--- src/rtl/alu_operand_sequencer.sv ---
// Command-driven operand sequencer for the board ALU: strobes x then y onto the
// shared operand bus, waits for the ALU to settle, and returns the captured result.
module alu_operand_sequencer #(
    parameter int WIDTH  = 4,
    parameter int SHIFT  = 2,
    parameter int SETTLE = 2
) (
    input  logic             clock,
    input  logic             reset,
    input  logic             cmd_valid,
    output logic             cmd_ready,
    input  logic [WIDTH-1:0] cmd_x,
    input  logic [WIDTH-1:0] cmd_y,
    input  logic [SHIFT-1:0] cmd_shamt,
    input  logic [1:0]       cmd_op,
    output logic [WIDTH-1:0] data_bus,
    output logic             load_x,
    output logic             load_y,
    output logic [SHIFT-1:0] shamt,
    output logic [1:0]       operation,
    input  logic [WIDTH-1:0] alu_result,
    input  logic             alu_zero,
    output logic             rsp_valid,
    input  logic             rsp_ready,
    output logic [WIDTH-1:0] rsp_result,
    output logic             rsp_zero,
    output logic             busy,
    output logic [7:0]       cmd_count
);

    localparam logic [2:0] S_IDLE    = 3'd0;
    localparam logic [2:0] S_LOAD_X  = 3'd1;
    localparam logic [2:0] S_LOAD_Y  = 3'd2;
    localparam logic [2:0] S_SETTLE  = 3'd3;
    localparam logic [2:0] S_RESPOND = 3'd4;

    localparam logic [3:0] SETTLE_INIT = 4'(SETTLE - 1);

    logic [2:0]       r_state;
    logic [WIDTH-1:0] r_data_bus;
    logic [WIDTH-1:0] r_y;
    logic [SHIFT-1:0] r_shamt;
    logic [1:0]       r_op;
    logic [3:0]       r_cnt;
    logic [WIDTH-1:0] r_rsp_result;
    logic             r_rsp_zero;
    logic [7:0]       r_cmd_count;

    logic w_idle;

    // The bus register doubles as the x latch: it is loaded with x on accept and
    // only moves to y once the x strobe cycle is over, so no separate x copy is kept.
    always_ff @(posedge clock) begin
        if (reset) begin
            r_state      <= S_IDLE;
            r_data_bus   <= '0;
            r_y          <= '0;
            r_shamt      <= '0;
            r_op         <= '0;
            r_cnt        <= '0;
            r_rsp_result <= '0;
            r_rsp_zero   <= 1'b0;
            r_cmd_count  <= '0;
        end else begin
            case (r_state)
                S_IDLE: begin
                    if (cmd_valid) begin
                        r_data_bus <= cmd_x;
                        r_y        <= cmd_y;
                        r_shamt    <= cmd_shamt;
                        r_op       <= cmd_op;
                        r_state    <= S_LOAD_X;
                    end
                end
                S_LOAD_X: begin
                    r_data_bus <= r_y;
                    r_state    <= S_LOAD_Y;
                end
                S_LOAD_Y: begin
                    r_cnt   <= SETTLE_INIT;
                    r_state <= S_SETTLE;
                end
                S_SETTLE: begin
                    if (r_cnt == 4'd0) begin
                        r_rsp_result <= alu_result;
                        r_rsp_zero   <= alu_zero;
                        r_state      <= S_RESPOND;
                    end else begin
                        r_cnt <= r_cnt - 4'd1;
                    end
                end
                S_RESPOND: begin
                    if (rsp_ready) begin
                        r_cmd_count <= r_cmd_count + 8'd1;
                        r_data_bus  <= '0;
                        r_state     <= S_IDLE;
                    end
                end
                default: begin
                    r_data_bus <= '0;
                    r_state    <= S_IDLE;
                end
            endcase
        end
    end

    // Everything below decodes only the state register, plus reset gating cmd_ready.
    assign w_idle     = (r_state == S_IDLE);
    assign cmd_ready  = w_idle & ~reset;
    assign load_x     = (r_state == S_LOAD_X);
    assign load_y     = (r_state == S_LOAD_Y);
    assign rsp_valid  = (r_state == S_RESPOND);
    assign busy       = ~w_idle;
    assign data_bus   = r_data_bus;
    assign shamt      = r_shamt;
    assign operation  = r_op;
    assign rsp_result = r_rsp_result;
    assign rsp_zero   = r_rsp_zero;
    assign cmd_count  = r_cmd_count;

endmodule

--- config.mk ---
export PLATFORM = sky130hd
export DESIGN_NAME = alu_operand_sequencer
export DESIGN_NICKNAME = d
export VERILOG_FILES = /design/src/rtl/alu_operand_sequencer.sv
export SDC_FILE = /design/constraint.sdc
export NUM_CORES = 1
export LEC_CHECK = 0
export CORE_MARGIN = 2
export CORE_UTILIZATION = 51
export CTS_BUF_LIST = sky130_fd_sc_hd__clkbuf_8
export DETAILED_ROUTE_END_ITERATION = 6
export PLACE_DENSITY = 0.93
export SETUP_SLACK_MARGIN = 0.3
export SLEW_MARGIN = 0
export SYNTH_ARGS = -nofsm -noshare
export SYNTH_HDL_FRONTEND = slang
export SYNTH_SLANG_ARGS = --single-unit
--- constraint.sdc ---
create_clock -name clock -period 3.81 [get_ports clock]
set_input_delay 0.762 -clock clock [delete_from_list [all_inputs] [get_ports clock]]
set_output_delay 0.762 -clock clock [all_outputs]
set_load 0.005 [all_outputs]
## After elaboration in Yosys (flattened, before gate mapping)

Index checks and enable logic that the tools add are counted.

- Register bits after elaboration: 32
- Bits of input ports: 21
- Word-level logic and storage cells: 42

- $add $sub $neg: 2
- Equal/unequal tests: 8
- Multiplexer cells: 9
- Bitwise operators: 4
- Reduce and logical (&&, ||, !) cells: 10

Operator list:

| operator | count |
|---|---|
| 4-bit case mux with 4 select lines | 1 |
| 3-bit case mux with 5 select lines | 1 |
| 4-bit two-way mux | 3 |
| 3-bit two-way mux | 3 |
| 8-bit by 1-bit adder with 8-bit output (second input constant) | 1 |
| 4-bit case mux with 2 select lines | 1 |
| 2-bit AND reduction | 4 |
| 3-bit by 2-bit == test with 1-bit output (second input constant) | 2 |
| 2-bit inequality test (second input constant) | 3 |
| 3-bit AND reduction | 2 |
| 4-bit zero test | 1 |
| 4-bit by 1-bit subtractor with 4-bit output (second input constant) | 1 |
| 3-bit by 1-bit == test with 1-bit output (second input constant) | 1 |
| 3-bit == test (second input constant) | 1 |
| 3-bit zero test | 1 |
| 1-bit NOT | 3 |
| 2-bit by 1-bit inequality test with 1-bit output (second input constant) | 1 |
| 2-bit nonzero test | 1 |
| 2-bit OR reduction | 1 |
| 1-bit AND | 1 |

## Logic depth before layout (Yosys ltp)

Gate-level depths: netlist of run 1.

- Depth in word-level cells: 4
- Depth in mapped cells: 6
- Gate-level depth less buffers: 5

## Worst setup path after synthesis of run 1

OpenSTA, ideal clock, no wires.

- Path kind: input to output
- Start: in reset
- End: out cmd_ready
- Arrival: 1.295 ns
- Required time: 3.048 ns
- Path slack: 1.753 ns
- Stages on the path: 3
- Buffers on the path: 2
- Path through: clkbuf_1 -> clkbuf_1 -> nor2_1

- Word-level cells in the longest chain between the ends: 2

RTL lines:

| what | line | source |
|---|---|---|
| start, declared | 9 | `input logic reset,` |
| 1-bit NOT | 109 | `assign cmd_ready = w_idle & ~reset;` |
| 1-bit AND | 109 |  |
| end, declared | 11 | `output logic cmd_ready,` |

Every way passes these cells.

## Final worst setup path of run 1

- Start: reg r_state[0]
- End: out cmd_ready

- Word-level cells in the longest chain between the ends: 2

RTL lines:

| what | line | source |
|---|---|---|
| start, declared | 39 | `logic [2:0] r_state;` |
| start signal, assigned | 55 | `r_state <= S_IDLE;` |
| start signal, assigned | 72 | `r_state <= S_LOAD_X;` |
| start signal, assigned | 77 | `r_state <= S_LOAD_Y;` |
| 3-bit zero test | 108 | `assign w_idle = (r_state == S_IDLE);` |
| 1-bit AND | 109 |  |

Every way passes these cells.

==> flow_summary.json, run 1 <==
{
  "fin_nets": 246,
  "ys_warn_count": 0,
  "powerDensity_nw_per_um2": 364.1,
  "cts_buffers": 5,
  "ant_nets": 0,
  "synth_xor_area_frac": 0.005824,
  "synth_top_family_by_area": "simple AND/OR/NAND/NOR gates",
  "setup_violations": 0,
  "cp-start-kind": "flop",
  "whs_path_depth": 2,
  "crit_fanout": 29,
  "fin_worst_skew_ns": 0.009039,
  "path_cells": "or3_1, nor2_1, clkdlybuf4s50_1",
  "drt_first_pass_iters": 4,
  "syn2layout_area_growth_pct": 35.19,
  "die_w_um": 58.31,
  "ios": 47,
  "max_stage_delay_ns": 0.57,
  "synth_flop_cell": "dfxtp_1",
  "synthSimpleGateAreaFrac": 0.2745,
  "hold_viol_final": 0,
  "cpLargestDelayFamily": "simple AND/OR/NAND/NOR gates",
  "synthAdderAreaFrac": 0.02496,
  "placementRows": 19,
  "rsz0062_at_grt": "no",
  "postCtsSetupRepairBufs": 0,
  "clock_sinks": 32,
  "hold_class": "flop to flop",
  "die_h_um": 58.31,
  "overflow": 0,
  "antenna_found_initial": 0,
  "cp-end-kind": "output pin",
  "crit_required_ns": 3.05,
  "synth_common_cells": "dfxtp_1, a21oi_1, nand2_1, o21ai_0",
  "synthDistinctLibCells": 34,
  "clk_latency_ns": 0.28,
  "drc_errors": 0,
  "drt_wl_total_um": 3378,
  "core-area_um2": 2781,
  "hpwl_um": 2298,
  "dieArea_um2": 3399,
  "p_leak_nw": 0.7046,
  "num_vias": 1413,
  "cts_tree": "built",
  "initial_utilization": 0.5407,
  "ys_ff_latch": 32,
  "min_period_ns": 2.703,
  "grt_max_degree": 33,
  "holdBufCountCts": 0,
  "totalNegativeSetupSlack_ns": 0,
  "synth_area_um2": 1504,
  "min_period_over_period": 0.7094,
  "synth-compound-area-share": 0.1897,
  "cts_max_path_buffers": 2,
  "synth_area_per_cell_um2": 8.309,
  "grt_util_all_layers": 0.2146,
  "grt_pass1_vias": 1355,
  "slowest_stage": "dfxtp_1",
  "viasPerCell": 5.585,
  "yosysTopAreaCell": "dfxtp_1",
  "fillers": 232,
  "drt_iter0_drc": 26,
  "syn_inst": 181,
  "io_buffers": 46,
  "cts.clk_slew.worst_paths_ns": 0.06,
  "crit_buf_inv": 1,
  "drive_above_1_share": 0.04505,
  "wl_per_cell_um": 13.35,
  "finalPower_w": 0.0007402,
  "status": "completed",
  "maxSlewViolCount": 0,
  "cts-root-buf": "clkbuf_8",
  "synthArstFlopShare": 0,
  "muxShareOfSynthArea": 0.01997,
  "cts_resized": 0,
  "synth_edf_count": 0,
  "synth.most_common_cell": "dfxtp_1",
  "max_slew_margin": 0.4477,
  "netlist_top_cells_area": "dfxtp_1, a21oi_1, nand2_1",
  "arrival_ns": 1.94,
  "syn-num-nets": 205,
  "grt_pass1_wl_um": 5582,
  "r2r.worst_path.cells": 3,
  "tightest_slew_ns": 0.8274,
  "synth_top_area_frac": 0.4260,
  "diodes": 0,
  "cts.htree.levels": 2,
  "maxCapViolCount": 0,
  "peakVddDrop_mv": 0.4372,
  "clock.fmax_mhz": 370.0,
  "seq_area_frac_synth": 0.4260,
  "cp.depth": 3,
  "place.gp.congestion": 0.7503,
  "worstSetupPathType": "flop to output pin"
}
## per-layer routing
| metal | track usage | vias to the layer above | part of all wire |
|---|---|---|---|
| met5 | 0 | - | 0 |
| met3 | 0.08352 | 4 | 0.060 |
| met1 | 0.2392 | 639 | 0.45 |
| met2 | 0.3579 | 41 | 0.48 |
| li1 | - | 729 | - |
| met4 | 0.1030 | 0 | 0.010 |
## cell families after synthesis
| kind of cell | Yosys count |
|---|---|
| AND/OR/NAND/NOR | 70 |
| AO/OA/AOI/OAI | 50 |
| flip-flops | 32 |
| buffers and inverters | 22 |
| multiplexers | 3 |
| adder cells (fa/ha/maj) | 3 |
| XOR/XNOR | 1 |
## cells in the final DEF, fill, tap and decap left out, drive strengths merged, types with 2 or more instances in the layout
cell type and count:
nor2 7, nor3 2, mux2i 3, a31oi 3
or4b 2, dfxtp 32, a21oi 27, ha 3
nor4b 2, and3b 5, clkbuf 5, o21ai 10
or4 4, clkdlybuf4s50 46, or3 5, nor2b 2
nand3b 4, inv 10, nand2 21, o32ai 4
o31ai 3, nand3 9
## through the flow
step	instance area, um^2	hold WS, ns	cells	util	setup slack (ns)
3_3_place_gp	1956	0.4404	246	0.7031	1.207
4_1_cts	2033	0.4547	253	0.7310	1.112
6_report	2033	0.4530	253	0.7310	1.107
5_1_grt	2033	0.4952	253	0.7310	0.9793
2_1_floorplan	1504	0.4364	181	-	1.753
3_5_place_dp	1956	0.4469	246	0.7031	1.222
## worst paths after layout
check	start	endpoint	slack (ns)
max	r_state[0]	cmd_ready	1.11
min	operation[1]	operation[1]	0.45
max reg2reg	r_state[0]	cmd_count[5]	1.74
min reg2reg	operation[1]	operation[1]	0.45
## worst min-delay path, stage by stage (launching register included)
cell	delay (ns)
dfxtp_1	0.31
nand2_1	0.05
a21oi_1	0.05
## report_power, final
part	leakage (nW)	switching, W	internal (W)	total (W)
registers	0.260	0.0000216	0.000351	0.000373
logic	0.399	0.0000571	0.0000754	0.000132
clock network	0.0452	0.000114	0.000121	0.000235
total	0.705	0.000192	0.000548	0.000740
## cell type report
cell class                      instances  area (um^2)  area share
Multi-Input combinational cell        127        774.5      0.3809
Sequential cell                        32        640.6      0.3151
Timing Repair Buffer                   47        467.9      0.2302
Clock buffer                            5        68.82     0.03385
Tap cell                               31        38.79     0.01908
Inverter                                9        33.78     0.01662
Clock inverter                          2        8.758    0.004308
## registers in the layout, summed over array words and instances (netlist names), 2 cells and up
register    cells
cmd_count       8
r_state         3
r_cnt           4
data_bus        4
r_y             4
shamt           2
operation       2
rsp_result      4
Power figures use the tool's default switching activity.
==> inputs of run 2 (changes only) <==
--- a/config.mk
+++ b/config.mk
@@ -6,10 +6,10 @@
 export NUM_CORES = 1
 export LEC_CHECK = 0
 export CORE_MARGIN = 2
-export CORE_UTILIZATION = 51
+export CORE_UTILIZATION = 48
 export CTS_BUF_LIST = sky130_fd_sc_hd__clkbuf_8
 export DETAILED_ROUTE_END_ITERATION = 6
-export PLACE_DENSITY = 0.93
+export PLACE_DENSITY = 0.88
 export SETUP_SLACK_MARGIN = 0.3
 export SLEW_MARGIN = 0
 export SYNTH_ARGS = -nofsm -noshare
==> constraint.sdc (replaced) <==
create_clock -name clock -period 2.6 [get_ports clock]
set_input_delay 0.52 -clock clock [delete_from_list [all_inputs] [get_ports clock]]
set_output_delay 0.52 -clock clock [all_outputs]
set_load 0.005 [all_outputs]
==> run 2 against run 1 <==
- power is 54% higher
- sequential power is 45% higher
- combinational power is 58% higher
- flip-flop and latch count stayed put
- worst setup slack worse by 0.70 ns
- largest cell class unchanged
- largest power group unchanged
- highest routed layer unchanged
==> flow_summary.json, run 2 (synthesis gave the netlist of run 1 again) <==
{
  "status": "completed",
  "cts_resized": 1,
  "grt_util_all_layers": 0.2058,
  "fin_nets": 250,
  "max_slew_margin": 0.5537,
  "hold_class": "flop to flop",
  "clock_sinks": 32,
  "tightest_slew_ns": 0.6666,
  "cts.clk_slew.worst_paths_ns": 0.06,
  "hold_viol_final": 0,
  "drc_errors": 0,
  "core-area_um2": 3028,
  "viasPerCell": 5.395,
  "clock.fmax_mhz": 455.8,
  "drt_wl_total_um": 3387,
  "worstSetupPathType": "flop to output pin",
  "fin_area_um2": 2097,
  "placementRows": 20,
  "grt_max_degree": 33,
  "holdBufCountCts": 0,
  "maxSlewViolCount": 0,
  "min_period_ns": 2.194,
  "finalPower_w": 0.001139,
  "cts_tree": "built",
  "cp-end-kind": "output pin",
  "crit_required_ns": 2.08,
  "maxCapViolCount": 0,
  "cp-start-kind": "flop",
  "postCtsSetupRepairBufs": 0,
  "dieArea_um2": 3597,
  "powerDensity_nw_per_um2": 543.2,
  "syn2layout_area_growth_pct": 39.43,
  "cts_max_path_buffers": 2,
  "largest_register_ffs": 8,
  "drt_iter0_drc": 42,
  "grt_pass1_vias": 1307,
  "initial_utilization": 0.4967,
  "crit_fanout": 14,
  "fin_worst_skew_ns": 0.004522,
  "peakVddDrop_mv": 0.4841,
  "p_leak_nw": 0.7304,
  "grt_pass1_wl_um": 5520,
  "io_buffers": 46,
  "antenna_found_initial": 0,
  "arrival_ns": 1.67,
  "ff2ff_setup_slack_ns": 0.95,
  "rsz0062_at_grt": "no",
  "diodes": 0,
  "clk_latency_ns": 0.28,
  "num_vias": 1462,
  "wl_per_cell_um": 12.50,
  "totalNegativeSetupSlack_ns": 0,
  "setup_violations": 0,
  "final_common_cell": "clkdlybuf4s50_1",
  "min_period_over_period": 0.8438,
  "drive_above_1_share": 0.07930,
  "ios": 47,
  "hpwl_um": 2347,
  "cts_buffers": 5,
  "cts-root-buf": "clkbuf_8",
  "die_h_um": 59.98,
  "final_cell_mix": "clkdlybuf4s50_1, dfxtp_1, a21oi_1, nand2_1, o21ai_0",
  "cts.htree.levels": 2,
  "placed_area_um2": 2002,
  "overflow": 0,
  "drt_first_pass_iters": 4,
  "die_w_um": 59.98,
  "ant_nets": 0,
  "place.gp.congestion": 0.7785
}
[run 2: cell types whose count changed in the layout (fill, tap and decap cells not counted), sizes merged]
cell / before / now
clkinv: 1 / 2
inv: 10 / 9
buf: 1 / 5
clkbuf: 5 / 6
[run 2: power by group]
part / switching [W] / leakage [nW] / internal (W)
logic: 0.0000930 / 0.418 / 0.000116
registers: 0.0000238 / 0.261 / 0.000515
clock network: 0.000180 / 0.0510 / 0.000211
total: 0.000297 / 0.730 / 0.000842
[run 2: area by class of cell]
class | instances | area (um^2)
clock inverter | 2 | 10.01
timing repair buffer | 51 | 498.0
sequential | 32 | 643.1
inverter | 9 | 33.78
clock buffer | 6 | 82.58
tap | 44 | 55.05
multi-input combinational | 127 | 774.5
fill | 249 | 930.9
[run 2: critical path: stages (launching register included)]
cell and delay [ns]:
dfxtp_2 0.39, or3_1 0.41, nor2_1 0.09, clkdlybuf4s50_1 0.50
[run 2: metrics by stage]
stage | setup slack, ns | util | cells | hold slack, ns
2_1_floorplan | 0.9799 | - | 181 | 0.4364
3_3_place_gp | 0.5401 | 0.6612 | 263 | 0.4442
3_5_place_dp | 0.5407 | 0.6612 | 263 | 0.4498
4_1_cts | 0.3120 | 0.6921 | 271 | 0.4597
5_1_grt | 0.3151 | 0.6926 | 271 | 0.4738
6_report | 0.4061 | 0.6926 | 271 | 0.4600
[run 2: worst paths after layout]
kind	startpoint	endpoint	cells after the start
setup / recovery	r_state[2]	cmd_ready	3
hold / removal	operation[0]	operation[0]	2
setup reg to reg	r_cnt[0]	r_cnt[0]	5
hold reg to reg	operation[0]	operation[0]	2
[run 2: per-layer routing]
metal / part of all wire / up-vias / GRT usage
met3: 0.058 / 2 / 0.07576
met1: 0.45 / 671 / 0.2456
met4: 0.0080 / 0 / 0.08571
met5: 0 / - / 0
met2: 0.49 / 43 / 0.3323
li1: - / 746 / -
==> inputs of run 3 (changes only) <==
--- a/config.mk
+++ b/config.mk
@@ -6,10 +6,10 @@
 export NUM_CORES = 1
 export LEC_CHECK = 0
 export CORE_MARGIN = 2
-export CORE_UTILIZATION = 48
+export CORE_UTILIZATION = 43
 export CTS_BUF_LIST = sky130_fd_sc_hd__clkbuf_8
 export DETAILED_ROUTE_END_ITERATION = 6
-export PLACE_DENSITY = 0.88
+export PLACE_DENSITY = 0.84
 export SETUP_SLACK_MARGIN = 0.3
 export SLEW_MARGIN = 0
 export SYNTH_ARGS = -nofsm -noshare
==> constraint.sdc (replaced) <==
create_clock -name clock -period 1.9 [get_ports clock]
set_input_delay 0.38 -clock clock [delete_from_list [all_inputs] [get_ports clock]]
set_output_delay 0.38 -clock clock [all_outputs]
set_load 0.005 [all_outputs]
==> run 3 against run 2 <==
- sequential power up 35%
- critical endpoint unchanged
- utilization is 0.34 points higher
- critical path type unchanged
- worst setup slack lost 0.10 ns
- clock power is 83% higher
==> flow_summary.json, run 3 (synthesis gave the netlist of run 1 again) <==
{
  "cp-end-kind": "output pin",
  "fin_nets": 261,
  "status": "completed",
  "syn2layout_area_growth_pct": 54.41,
  "cpLargestDelayFamily": "simple AND/OR/NAND/NOR gates",
  "dieArea_um2": 3987,
  "wl_met3_um": 210,
  "clk_latency_ns": 0.28,
  "max_slew_margin": 0.6995,
  "grt_pass1_wl_um": 6168,
  "drt_wl_total_um": 3844,
  "die_h_um": 63.14,
  "min_period_ns": 1.597,
  "viasPerCell": 5.373,
  "met1Wirelength_um": 1629,
  "hpwl_um": 2397,
  "wl_per_cell_um": 13.54,
  "initial_utilization": 0.4507,
  "diodes": 0,
  "holdBufCountCts": 0,
  "regArea_um2": 661.9,
  "powerDensity_nw_per_um2": 779.3,
  "rsz0062_at_grt": "yes",
  "maxCapViolCount": 0,
  "crit_fanout": 4,
  "hold_class": "flop to flop",
  "drc_errors": 0,
  "path_cells": "or3_4, nor2_1, clkbuf_2",
  "instances_no_fill": 284,
  "min_period_over_period": 0.8403,
  "ff2ff_setup_slack_ns": 0.35,
  "max_stage_delay_ns": 0.38,
  "fin_worst_skew_ns": 0.003398,
  "drt_iter0_drc": 79,
  "crit_required_ns": 1.52,
  "tightest_slew_ns": 0.4503,
  "cts_tree": "built",
  "cp-start-kind": "flop",
  "drive_above_1_share": 0.2143,
  "dr_wl_met2_um": 1949,
  "die_w_um": 63.14,
  "placementRows": 21,
  "drt_first_pass_iters": 4,
  "overflow": 0,
  "cts.htree.levels": 2,
  "clock_sinks": 32,
  "cts-root-buf": "clkbuf_8",
  "final_cell_mix": "clkdlybuf4s50_1, a21oi_1, nand2_1, dfxtp_1, buf_4",
  "p_leak_nw": 0.8439,
  "crit_buf_inv": 1,
  "grt_util_all_layers": 0.1978,
  "setup_violations": 0,
  "arrival_ns": 1.22,
  "maxSlewViolCount": 0,
  "final_common_cell": "clkdlybuf4s50_1",
  "num_vias": 1526,
  "largest_register_ffs": 8,
  "top_layer": "met4",
  "grt_max_degree": 33,
  "ant_nets": 0,
  "multi_input_area_um2": 842.1,
  "fillers": 269,
  "slowest_stage": "or3_4",
  "place.gp.congestion": 0.8198,
  "cts.clk_slew.worst_paths_ns": 0.07,
  "core-area_um2": 3337,
  "peakVddDrop_mv": 0.5348,
  "clock.fmax_mhz": 626.4,
  "antenna_found_initial": 0,
  "worstSetupPathType": "flop to output pin",
  "cts_max_path_buffers": 2,
  "hold_viol_final": 0,
  "place_inst": 271,
  "cts_buffers": 5,
  "ios": 47,
  "grt_pass1_vias": 1374,
  "totalNegativeSetupSlack_ns": 0,
  "io_buffers": 46
}
## run 3: worst paths after layout
path                   start   endpoint  cells past startpoint
setup / recovery  r_state[2]  cmd_ready                      3
hold / removal      shamt[1]   shamt[1]                      2
setup reg to reg    r_cnt[0]   r_cnt[0]                      5
hold reg to reg     shamt[1]   shamt[1]                      2
## run 3: routing by layer
metal / GRT usage / vias up
met5: 0 / -
met4: 0.05833 / 0
met3: 0.07500 / 7
met2: 0.3285 / 44
met1: 0.2369 / 712
li1: - / 763
## run 3: tightest hold or removal path: cells and delay by family, from the launching register on
kind,cells,cell delay [ns]
DFF,1,0.31
and+or+nand+nor,1,0.05
AOI/OAI and AO/OA,1,0.05
## run 3: area by class of cell
| cell class | count | area share |
|---|---|---|
| tap | 46 | 0.02478 |
| inverter | 9 | 0.01455 |
| clock inverter | 1 | 0.01293 |
| timing repair buffer | 62 | 0.2586 |
| sequential | 32 | 0.2850 |
| multi-input combinational | 127 | 0.3626 |
| clock buffer | 7 | 0.04149 |
## run 3: where the power goes
part | switching [W] | leakage, nW | total (W) | internal (W)
clock | 0.000254 | 0.0645 | 0.000717 | 0.000463
combinational | 0.000158 | 0.513 | 0.000365 | 0.000207
sequential | 0.0000230 | 0.266 | 0.000728 | 0.000705
total | 0.000435 | 0.844 | 0.00181 | 0.00137
## run 3: per-stage QoR
stage	setup slack, ns	area [um^2]	hold WS, ns	util	power [W]
detailed placement	0.03624	2062	0.4497	0.6179	0.001056
CTS	0.1880	2286	0.4622	0.6850	0.001802
global route	0.2667	2322	0.4787	0.6959	0.001890
floorplan	0.3333	1504	0.4364	-	0.0008989
global placement	0.06906	2062	0.4471	0.6179	0.001052
finish	0.3035	2322	0.4591	0.6959	0.001810
## run 3: what timing repair did
| action | CTS | global route |
|---|---|---|
| pin swaps | 1 | 4 |
| endpoints found under the setup margin | 14 | 22 |
| resized for setup | 30 | 14 |
| buffers inserted | 4 | 0 |
| cloned | 1 | 0 |
